===== src/rtl/writeback_multi_if.sv =====
// ---------------------------------------------------------------------------
// writeback_multi_if
//   Bundles the two handshakes of the multi-lane writeback stage:
//     - memory-stage side: a valid/ready group transfer carrying LANES results
//     - register-file side: per-lane write strobes, addresses and data plus
//       the register file's ready for the head group
//
//   Signals
//     in_valid       memory stage presents a group
//     in_ready       writeback FIFO can accept a group
//     in_lane_valid  lane i carries a real instruction
//     in_wen         lane i requests a register write
//     in_wa          write address per lane, lane i at [i*AW +: AW]
//     in_wd          write data per lane, lane i at [i*XLEN +: XLEN]
//     rf_ready       register file accepts the head group this cycle
//     rf_wvalid      per-lane write enable towards the register file
//     rf_wa          per-lane write address
//     rf_wd          per-lane write data
//
//   Modports
//     slave   the writeback stage itself
//     master  the surrounding pipeline (memory stage and register file)
// ---------------------------------------------------------------------------
interface writeback_multi_if #(
  parameter int LANES = 2,
  parameter int XLEN  = 64,
  parameter int AW    = 5
);

  logic                    in_valid;
  logic                    in_ready;
  logic [LANES-1:0]        in_lane_valid;
  logic [LANES-1:0]        in_wen;
  logic [LANES*AW-1:0]     in_wa;
  logic [LANES*XLEN-1:0]   in_wd;

  logic                    rf_ready;
  logic [LANES-1:0]        rf_wvalid;
  logic [LANES*AW-1:0]     rf_wa;
  logic [LANES*XLEN-1:0]   rf_wd;

  modport slave (
    input  in_valid,
    input  in_lane_valid,
    input  in_wen,
    input  in_wa,
    input  in_wd,
    input  rf_ready,
    output in_ready,
    output rf_wvalid,
    output rf_wa,
    output rf_wd
  );

  modport master (
    output in_valid,
    output in_lane_valid,
    output in_wen,
    output in_wa,
    output in_wd,
    output rf_ready,
    input  in_ready,
    input  rf_wvalid,
    input  rf_wa,
    input  rf_wd
  );

endinterface


===== src/rtl/writeback_multi.sv =====
// ---------------------------------------------------------------------------
// writeback_multi
//   Multi-lane register-file writeback stage. Groups of LANES memory-stage
//   results are accepted through a valid/ready handshake and buffered in a
//   DEPTH-entry group FIFO. The head group drives LANES register-file write
//   ports; writes to x0 are suppressed and, when several lanes of one group
//   target the same register, only the youngest (highest) lane writes.
//   A 64-bit counter tracks retired lane-valid instructions.
//
//   Ports
//     clk      clock
//     resetn   synchronous active-low reset (pointers, count, retired)
//     bus      writeback_multi_if.slave: group input handshake and the
//              register-file write ports
//     flush    drop every buffered group; blocks push and pop this cycle
//     retired  count of retired lane-valid instructions, wraps mod 2^64
//     empty    FIFO holds no group
// ---------------------------------------------------------------------------
module writeback_multi #(
  parameter int LANES = 2,
  parameter int DEPTH = 2,
  parameter int XLEN  = 64,
  parameter int AW    = 5
) (
  input  logic                 clk,
  input  logic                 resetn,
  writeback_multi_if.slave     bus,
  input  logic                 flush,
  output logic [63:0]          retired,
  output logic                 empty
);

  localparam int              PW       = (DEPTH > 1) ? $clog2(DEPTH) : 1;
  localparam logic [PW:0]     FULL_CNT = (PW+1)'(DEPTH);
  localparam logic [PW:0]     ZERO_CNT = (PW+1)'(0);
  localparam logic [PW:0]     ONE_CNT  = (PW+1)'(1);
  localparam logic [PW-1:0]   ONE_PTR  = PW'(1);

  // Number of real instructions in a group; added to retired on each pop.
  function automatic logic [63:0] lane_popcount(input logic [LANES-1:0] v);
    logic [63:0] n;
    n = 64'd0;
    for (int k = 0; k < LANES; k++) begin
      n = n + {63'd0, v[k]};
    end
    return n;
  endfunction

  // Control state
  logic [PW-1:0]  rptr_q,    rptr_d;
  logic [PW-1:0]  wptr_q,    wptr_d;
  logic [PW:0]    count_q,   count_d;
  logic [63:0]    retired_q, retired_d;

  // Group storage; deliberately not reset, the pointers define validity
  logic [LANES-1:0]       lv_mem_q  [DEPTH];
  logic [LANES-1:0]       wen_mem_q [DEPTH];
  logic [LANES*AW-1:0]    wa_mem_q  [DEPTH];
  logic [LANES*XLEN-1:0]  wd_mem_q  [DEPTH];

  // Head group view and handshake qualifiers
  logic [LANES-1:0]       head_lv_s;
  logic [LANES-1:0]       head_wen_s;
  logic [LANES*AW-1:0]    head_wa_s;
  logic [LANES*XLEN-1:0]  head_wd_s;
  logic                   empty_s;
  logic                   in_ready_s;
  logic                   push_s;
  logic                   pop_s;
  logic [LANES-1:0]       lane_req_s;
  logic [LANES-1:0]       shadowed_s;
  logic [LANES-1:0]       rf_wvalid_s;

  assign head_lv_s  = lv_mem_q[rptr_q];
  assign head_wen_s = wen_mem_q[rptr_q];
  assign head_wa_s  = wa_mem_q[rptr_q];
  assign head_wd_s  = wd_mem_q[rptr_q];

  // Full is taken from registered count only: no pass-through when full.
  assign empty_s    = (count_q == ZERO_CNT);
  assign in_ready_s = (count_q != FULL_CNT);
  assign push_s     = bus.in_valid && in_ready_s && !flush;
  // resetn gates the pop so a reset cycle never issues register writes.
  assign pop_s      = !empty_s && bus.rf_ready && !flush && resetn;

  // Per-lane write request and same-address shadowing by younger lanes.
  always_comb begin
    lane_req_s = '0;
    shadowed_s = '0;
    for (int i = 0; i < LANES; i++) begin
      lane_req_s[i] = head_lv_s[i] && head_wen_s[i];
    end
    for (int i = 0; i < LANES; i++) begin
      for (int j = 0; j < LANES; j++) begin
        if ((j > i) && lane_req_s[j] &&
            (head_wa_s[j*AW +: AW] == head_wa_s[i*AW +: AW])) begin
          shadowed_s[i] = 1'b1;
        end else begin
          shadowed_s[i] = shadowed_s[i];
        end
      end
    end
  end

  // Final write strobes: only on a pop, never to x0, never when shadowed.
  always_comb begin
    rf_wvalid_s = '0;
    for (int i = 0; i < LANES; i++) begin
      if (pop_s && lane_req_s[i] && !shadowed_s[i] &&
          (head_wa_s[i*AW +: AW] != {AW{1'b0}})) begin
        rf_wvalid_s[i] = 1'b1;
      end else begin
        rf_wvalid_s[i] = 1'b0;
      end
    end
  end

  // Next-state for pointers, occupancy and the retirement counter.
  always_comb begin
    rptr_d    = rptr_q;
    wptr_d    = wptr_q;
    count_d   = count_q;
    retired_d = retired_q;
    if (flush) begin
      // Discard everything buffered; retired is left untouched.
      rptr_d  = wptr_q;
      count_d = ZERO_CNT;
    end else begin
      if (push_s) begin
        wptr_d = wptr_q + ONE_PTR;
      end else begin
        wptr_d = wptr_q;
      end
      if (pop_s) begin
        rptr_d    = rptr_q + ONE_PTR;
        retired_d = retired_q + lane_popcount(head_lv_s);
      end else begin
        rptr_d    = rptr_q;
        retired_d = retired_q;
      end
      case ({push_s, pop_s})
        2'b10:   count_d = count_q + ONE_CNT;
        2'b01:   count_d = count_q - ONE_CNT;
        default: count_d = count_q;
      endcase
    end
  end

  // Control state registers with synchronous active-low reset.
  always_ff @(posedge clk) begin
    if (!resetn) begin
      rptr_q    <= {PW{1'b0}};
      wptr_q    <= {PW{1'b0}};
      count_q   <= ZERO_CNT;
      retired_q <= 64'd0;
    end else begin
      rptr_q    <= rptr_d;
      wptr_q    <= wptr_d;
      count_q   <= count_d;
      retired_q <= retired_d;
    end
  end

  // Group storage write on push; no reset so the array can map to RAM.
  always_ff @(posedge clk) begin
    if (push_s && resetn) begin
      lv_mem_q[wptr_q]  <= bus.in_lane_valid;
      wen_mem_q[wptr_q] <= bus.in_wen;
      wa_mem_q[wptr_q]  <= bus.in_wa;
      wd_mem_q[wptr_q]  <= bus.in_wd;
    end
  end

  assign bus.in_ready  = in_ready_s;
  assign bus.rf_wvalid = rf_wvalid_s;
  assign bus.rf_wa     = head_wa_s;
  assign bus.rf_wd     = head_wd_s;
  assign retired       = retired_q;
  assign empty         = empty_s;

endmodule


===== src/flat_wrapper.sv =====
// flat-port wrapper written by rule: the top's interface ports become plain ports
module writeback_multi_flat 
#(
  parameter int LANES = 2,
  parameter int DEPTH = 2,
  parameter int XLEN  = 64,
  parameter int AW    = 5
)
  (clk, resetn, flush, retired, empty, bus_in_valid, bus_in_lane_valid, bus_in_wen, bus_in_wa, bus_in_wd, bus_rf_ready, bus_in_ready, bus_rf_wvalid, bus_rf_wa, bus_rf_wd);
  writeback_multi_if #(.LANES(LANES), .XLEN(XLEN), .AW(AW)) bus_i ();
  input  logic clk;
  input  logic resetn;
  input  logic flush;
  output logic [63:0] retired;
  output logic empty;
  input wire logic [$bits(bus_i.in_valid)-1:0] bus_in_valid;
  input wire logic [$bits(bus_i.in_lane_valid)-1:0] bus_in_lane_valid;
  input wire logic [$bits(bus_i.in_wen)-1:0] bus_in_wen;
  input wire logic [$bits(bus_i.in_wa)-1:0] bus_in_wa;
  input wire logic [$bits(bus_i.in_wd)-1:0] bus_in_wd;
  input wire logic [$bits(bus_i.rf_ready)-1:0] bus_rf_ready;
  output wire logic [$bits(bus_i.in_ready)-1:0] bus_in_ready;
  output wire logic [$bits(bus_i.rf_wvalid)-1:0] bus_rf_wvalid;
  output wire logic [$bits(bus_i.rf_wa)-1:0] bus_rf_wa;
  output wire logic [$bits(bus_i.rf_wd)-1:0] bus_rf_wd;
  assign bus_i.in_valid = bus_in_valid;
  assign bus_i.in_lane_valid = bus_in_lane_valid;
  assign bus_i.in_wen = bus_in_wen;
  assign bus_i.in_wa = bus_in_wa;
  assign bus_i.in_wd = bus_in_wd;
  assign bus_i.rf_ready = bus_rf_ready;
  assign bus_in_ready = bus_i.in_ready;
  assign bus_rf_wvalid = bus_i.rf_wvalid;
  assign bus_rf_wa = bus_i.rf_wa;
  assign bus_rf_wd = bus_i.rf_wd;
  writeback_multi #(.LANES(LANES), .DEPTH(DEPTH), .XLEN(XLEN), .AW(AW)) u_core (.clk(clk), .resetn(resetn), .bus(bus_i), .flush(flush), .retired(retired), .empty(empty));
endmodule

===== config.mk =====
export PLATFORM = sky130hd
export DESIGN_NAME = writeback_multi_flat
export DESIGN_NICKNAME = d
export VERILOG_FILES = /design/src/rtl/writeback_multi_if.sv /design/src/rtl/writeback_multi.sv /design/src/flat_wrapper.sv
export SDC_FILE = /design/constraint.sdc
export NUM_CORES = 1
export LEC_CHECK = 0
export BUFFER_PORTS_ARGS = -buffer_cell sky130_fd_sc_hd__buf_2
export CELL_PAD_IN_SITES_DETAIL_PLACEMENT = 1
export CELL_PAD_IN_SITES_GLOBAL_PLACEMENT = 1
export CORE_UTILIZATION = 39
export DETAILED_ROUTE_END_ITERATION = 6
export GPL_ROUTABILITY_DRIVEN = 0
export PLACE_DENSITY_LB_ADDON = 0.1
export REMOVE_ABC_BUFFERS = 1
export SYNTH_ARGS = -nofsm -noshare
export SYNTH_HDL_FRONTEND = slang
export SYNTH_SLANG_ARGS = --single-unit

===== constraint.sdc =====
create_clock -name clk -period 11.81 [get_ports clk]
set_input_delay 1.7715 -clock clk [delete_from_list [all_inputs] [get_ports clk]]
set_output_delay 1.7715 -clock clk [all_outputs]
set_load 0.03 [all_outputs]

==> impl_results.md <==
* Synth warnings at 0
* Critical Path Sink Type: output pin
* FF+latch count, synth at roughly 350
* FF-to-FF setup slack at 7.29 ns
* IO Count at between 300 and 400
* Routed Antenna Nets at 0
* Slew Limit Fails at 0
* Startpoint Class: input port
* Drt wl/cell at ~20 um
* Area grow syn2layout at 25.7%
* Cell variety after synth at 48
* Postcts setup bufs at 0
* FP Rows at 68
* Latest clock arrival within the worst-skew pair at roughly 0.52 ns
* Hold_sp: u_core.retired[39]$_SDFFE_PN0P_
* Crit Path Max Fanout at 25
* Switching share of power at 21.6%
* Total power at 2750 uW
* Post-Synthesis Cell Area at 13800 um2
* Global-route wire length before repair at just over 50 mm
* Die W at approximately 190 um
* Largest net degree at the start of global routing at around 140
* Post-synthesis sequential area ratio at between 70% and 80%
* Leakage at 0.00631 uW
* Detailed Place HPWL at approximately 23 mm
* Worst Skew at 0.00851 ns
* Detailed Routing Iterations Pass 1 at 4
* Worst r2r dst: u_core.retired[60]$_SDFFE_PN0P_
* CTS clk-pin slew, worst paths at 0.05 ns
* Internal at roughly 2200 uW
* Fin crit share at ~45%
* Total GRT Usage at 18.5%
* Unrepaired setup endpoints after global routing: no
* CTS max path bufs at 3
* Starting Density at around 40%
* Pwr dens at 158 nW/um2
* Post-CTS Resized at 0
* H-tree Lvls at 2
* Total number of vias at just under 9000
* Hold Path Depth at 2
* Power share of the sequential group at 50.2%
* HP Class: reg2reg
* Syn_area_per_cell at between 15 and 20 um2
* Core region area at approximately 35000 um2
* Worst setup path class: in2out
* Number of global-route vias before repair at just under 9000
* Post-route DRC at 0
* TNS Setup at 0 ns
* GR Overflow Total at 0
* Share of post-route cells with drive strength above 1 at a little over two fifths
* Async SR Flop Fraction at 0%
* Initial DRC Count at between 300 and 400
* Clock power frac at 43.5%
* CTS tree: done
* WHS Endpoint: u_core.retired[39]$_SDFFE_PN0P_
* Finished Core Util at 49.9%
* Worst EP required at 10.04 ns
* Root Driver: clkbuf_16
* Comb pwr share at approximately 6.3%
* Peak supply drop at 104 uV
* P_sw at ~590 uW
* Post-CTS Hold Buffers at 0
* Post-Synthesis Cells at slightly below 900
* Post-layout min period at 5.29 ns
* Nets at ~1400
* Port Buffers at between 300 and 400
* Initial antenna violation count at 4
* R2R depth at 10
* Critical Path AT at approximately 3.5 ns
* Main synth FF type: edfxtp_1
* Max-Slew Margin vs Limit at roughly 28%
* Post-synth EDFFs at 284
* Worst-Margin Slew at approximately 1.1 ns
* Max Cap Violations at 0
* CTS Buf Count at 40
* Fmax at 189 MHz
* Status: finished, final reports clean
* CTS Sinks at 353
* Final Hold Vio Count at 0
* Final wirelength at 34.4 mm
* Die H at between 150 and 200 um
* Die area at between 30000 and 40000 um2
* DR vias/cell at 5.08
* Final setup viols at 0
## routing by layer
layer | global-route usage, % | routed length [um] | vias to the layer above
li1 | - | - | 4150
met1 | 23.1 | 14200 | 4364
met2 | 31.4 | 16900 | 257
met3 | 5.02 | 2610 | 45
met4 | 4.90 | 601 | 2
met5 | 0 | 17 | -
## power by group through the flow
stage | sequential (uW) | clock [uW] | combinational (uW)
2_1_floorplan | 1410 | 0 | 104
3_3_place_gp | 1400 | 0 | 173
3_5_place_dp | 1400 | 0 | 177
4_1_cts | 1380 | 1230 | 178
5_1_grt | 1380 | 1280 | 186
6_report | 1380 | 1200 | 174
## cell usage after synthesis (6+ instances only)
master	count	area share, %
nand3_1	19	0.69
nor3_1	9	0.33
and3_1	9	0.41
dfxtp_1	69	10
or4_1	14	0.76
buf_2	12	0.44
o311ai_0	6	0.38
xor2_1	19	1.2
nor2_1	44	1.2
edfxtp_1	284	62
nand2_1	38	1.0
xnor2_1	12	0.76
mux2_2	134	11
nand2b_1	13	0.59
nor4_1	7	0.32
o21ai_0	14	0.51
mux2i_1	10	0.73
a21oi_1	33	1.2
or3_1	13	0.59
clkbuf_1	21	0.57
o31ai_1	15	0.82
o41ai_1	9	0.57
inv_1	15	0.41
nand4_1	24	1.1
## cells by family (layout without fill, tap and decap cells)
logic type | after synthesis | in the layout | share of synthesized area [%]
buffers and inverters | 51 | 445 | 1.55
AOI/OAI and AO/OA | 85 | 85 | 3.92
and+or+nand+nor | 213 | 213 | 8.58
xor gates and xnor gates | 31 | 31 | 1.97
muxes | 144 | 144 | 11.7
other | 0 | 5 | 0
DFF | 353 | 353 | 71.8
adders and majority gates | 5 | 5 | 0.508
## worst max-delay path, stage by stage
cell      delay (ns)
buf_2           0.08
buf_4           0.27
nand2b_1        0.28
nor2_1          0.55
nand4_1         0.15
a31oi_1         0.18
buf_2           0.22
## stage by stage
stage	hold slack, ns	setup slack [ns]	instance area [um2]	cells
finish	0.494	6.52	17300	1736
CTS	0.502	6.48	17300	1731
floorplan	0.498	-0.659	13600	846
global route	0.532	6.34	17300	1732
detailed placement	0.493	6.47	16100	1660
global placement	0.479	6.51	16100	1660
## sequential cells by signal, indices dropped and copies added, names as in the netlist, named ones only
signal and cells:
u_core.retired 64, u_core.wptr_q 1, u_core.wd_mem_q 256, u_core.wa_mem_q 20, u_core.wen_mem_q 4, u_core.rptr_q 1
u_core.count_q 2, u_core.lv_mem_q 4
## worst max path at each step
stage	from	end	slack [ns]	cells after the start
after floorplan	flush	u_core.lv_mem_q[0][0]$_DFFE_PP_	-0.66	2
after global placement	resetn	bus_rf_wvalid[0]	6.51	7
after detailed placement	resetn	bus_rf_wvalid[0]	6.47	7
after CTS	resetn	bus_rf_wvalid[0]	6.48	7
after global routing	resetn	bus_rf_wvalid[0]	6.34	7
final	resetn	bus_rf_wvalid[0]	6.52	7
## final cells by class
type                       count  area [um2]
inverter                      15        56.3
clock buffer                  55        1110
tap                          455         569
clock inverter                16         165
timing repair buffer         359        1830
antenna                        5        12.5
sequential                   353        9910
fill                        3566       17400
multi-input combinational    478        3680
## layout by cell type, fill, tap and decap left out, types with 9 or more instances in the layout
| cell | n |
|---|---|
| clkbuf_1 | 12 |
| a21oi_1 | 33 |
| xnor2_1 | 12 |
| clkbuf_16 | 42 |
| xor2_1 | 19 |
| mux2i_1 | 10 |
| or4_1 | 14 |
| mux2_2 | 134 |
| nand2b_1 | 13 |
| dfxtp_1 | 68 |
| o41ai_1 | 9 |
| edfxtp_1 | 284 |
| or3_1 | 13 |
| nand3_1 | 19 |
| nand2_1 | 38 |
| nand4_1 | 24 |
| buf_2 | 352 |
| nor2_1 | 44 |
| o21ai_0 | 14 |
| o31ai_1 | 15 |
| inv_1 | 15 |
No activity file was read; power rests on OpenSTA's default activity.
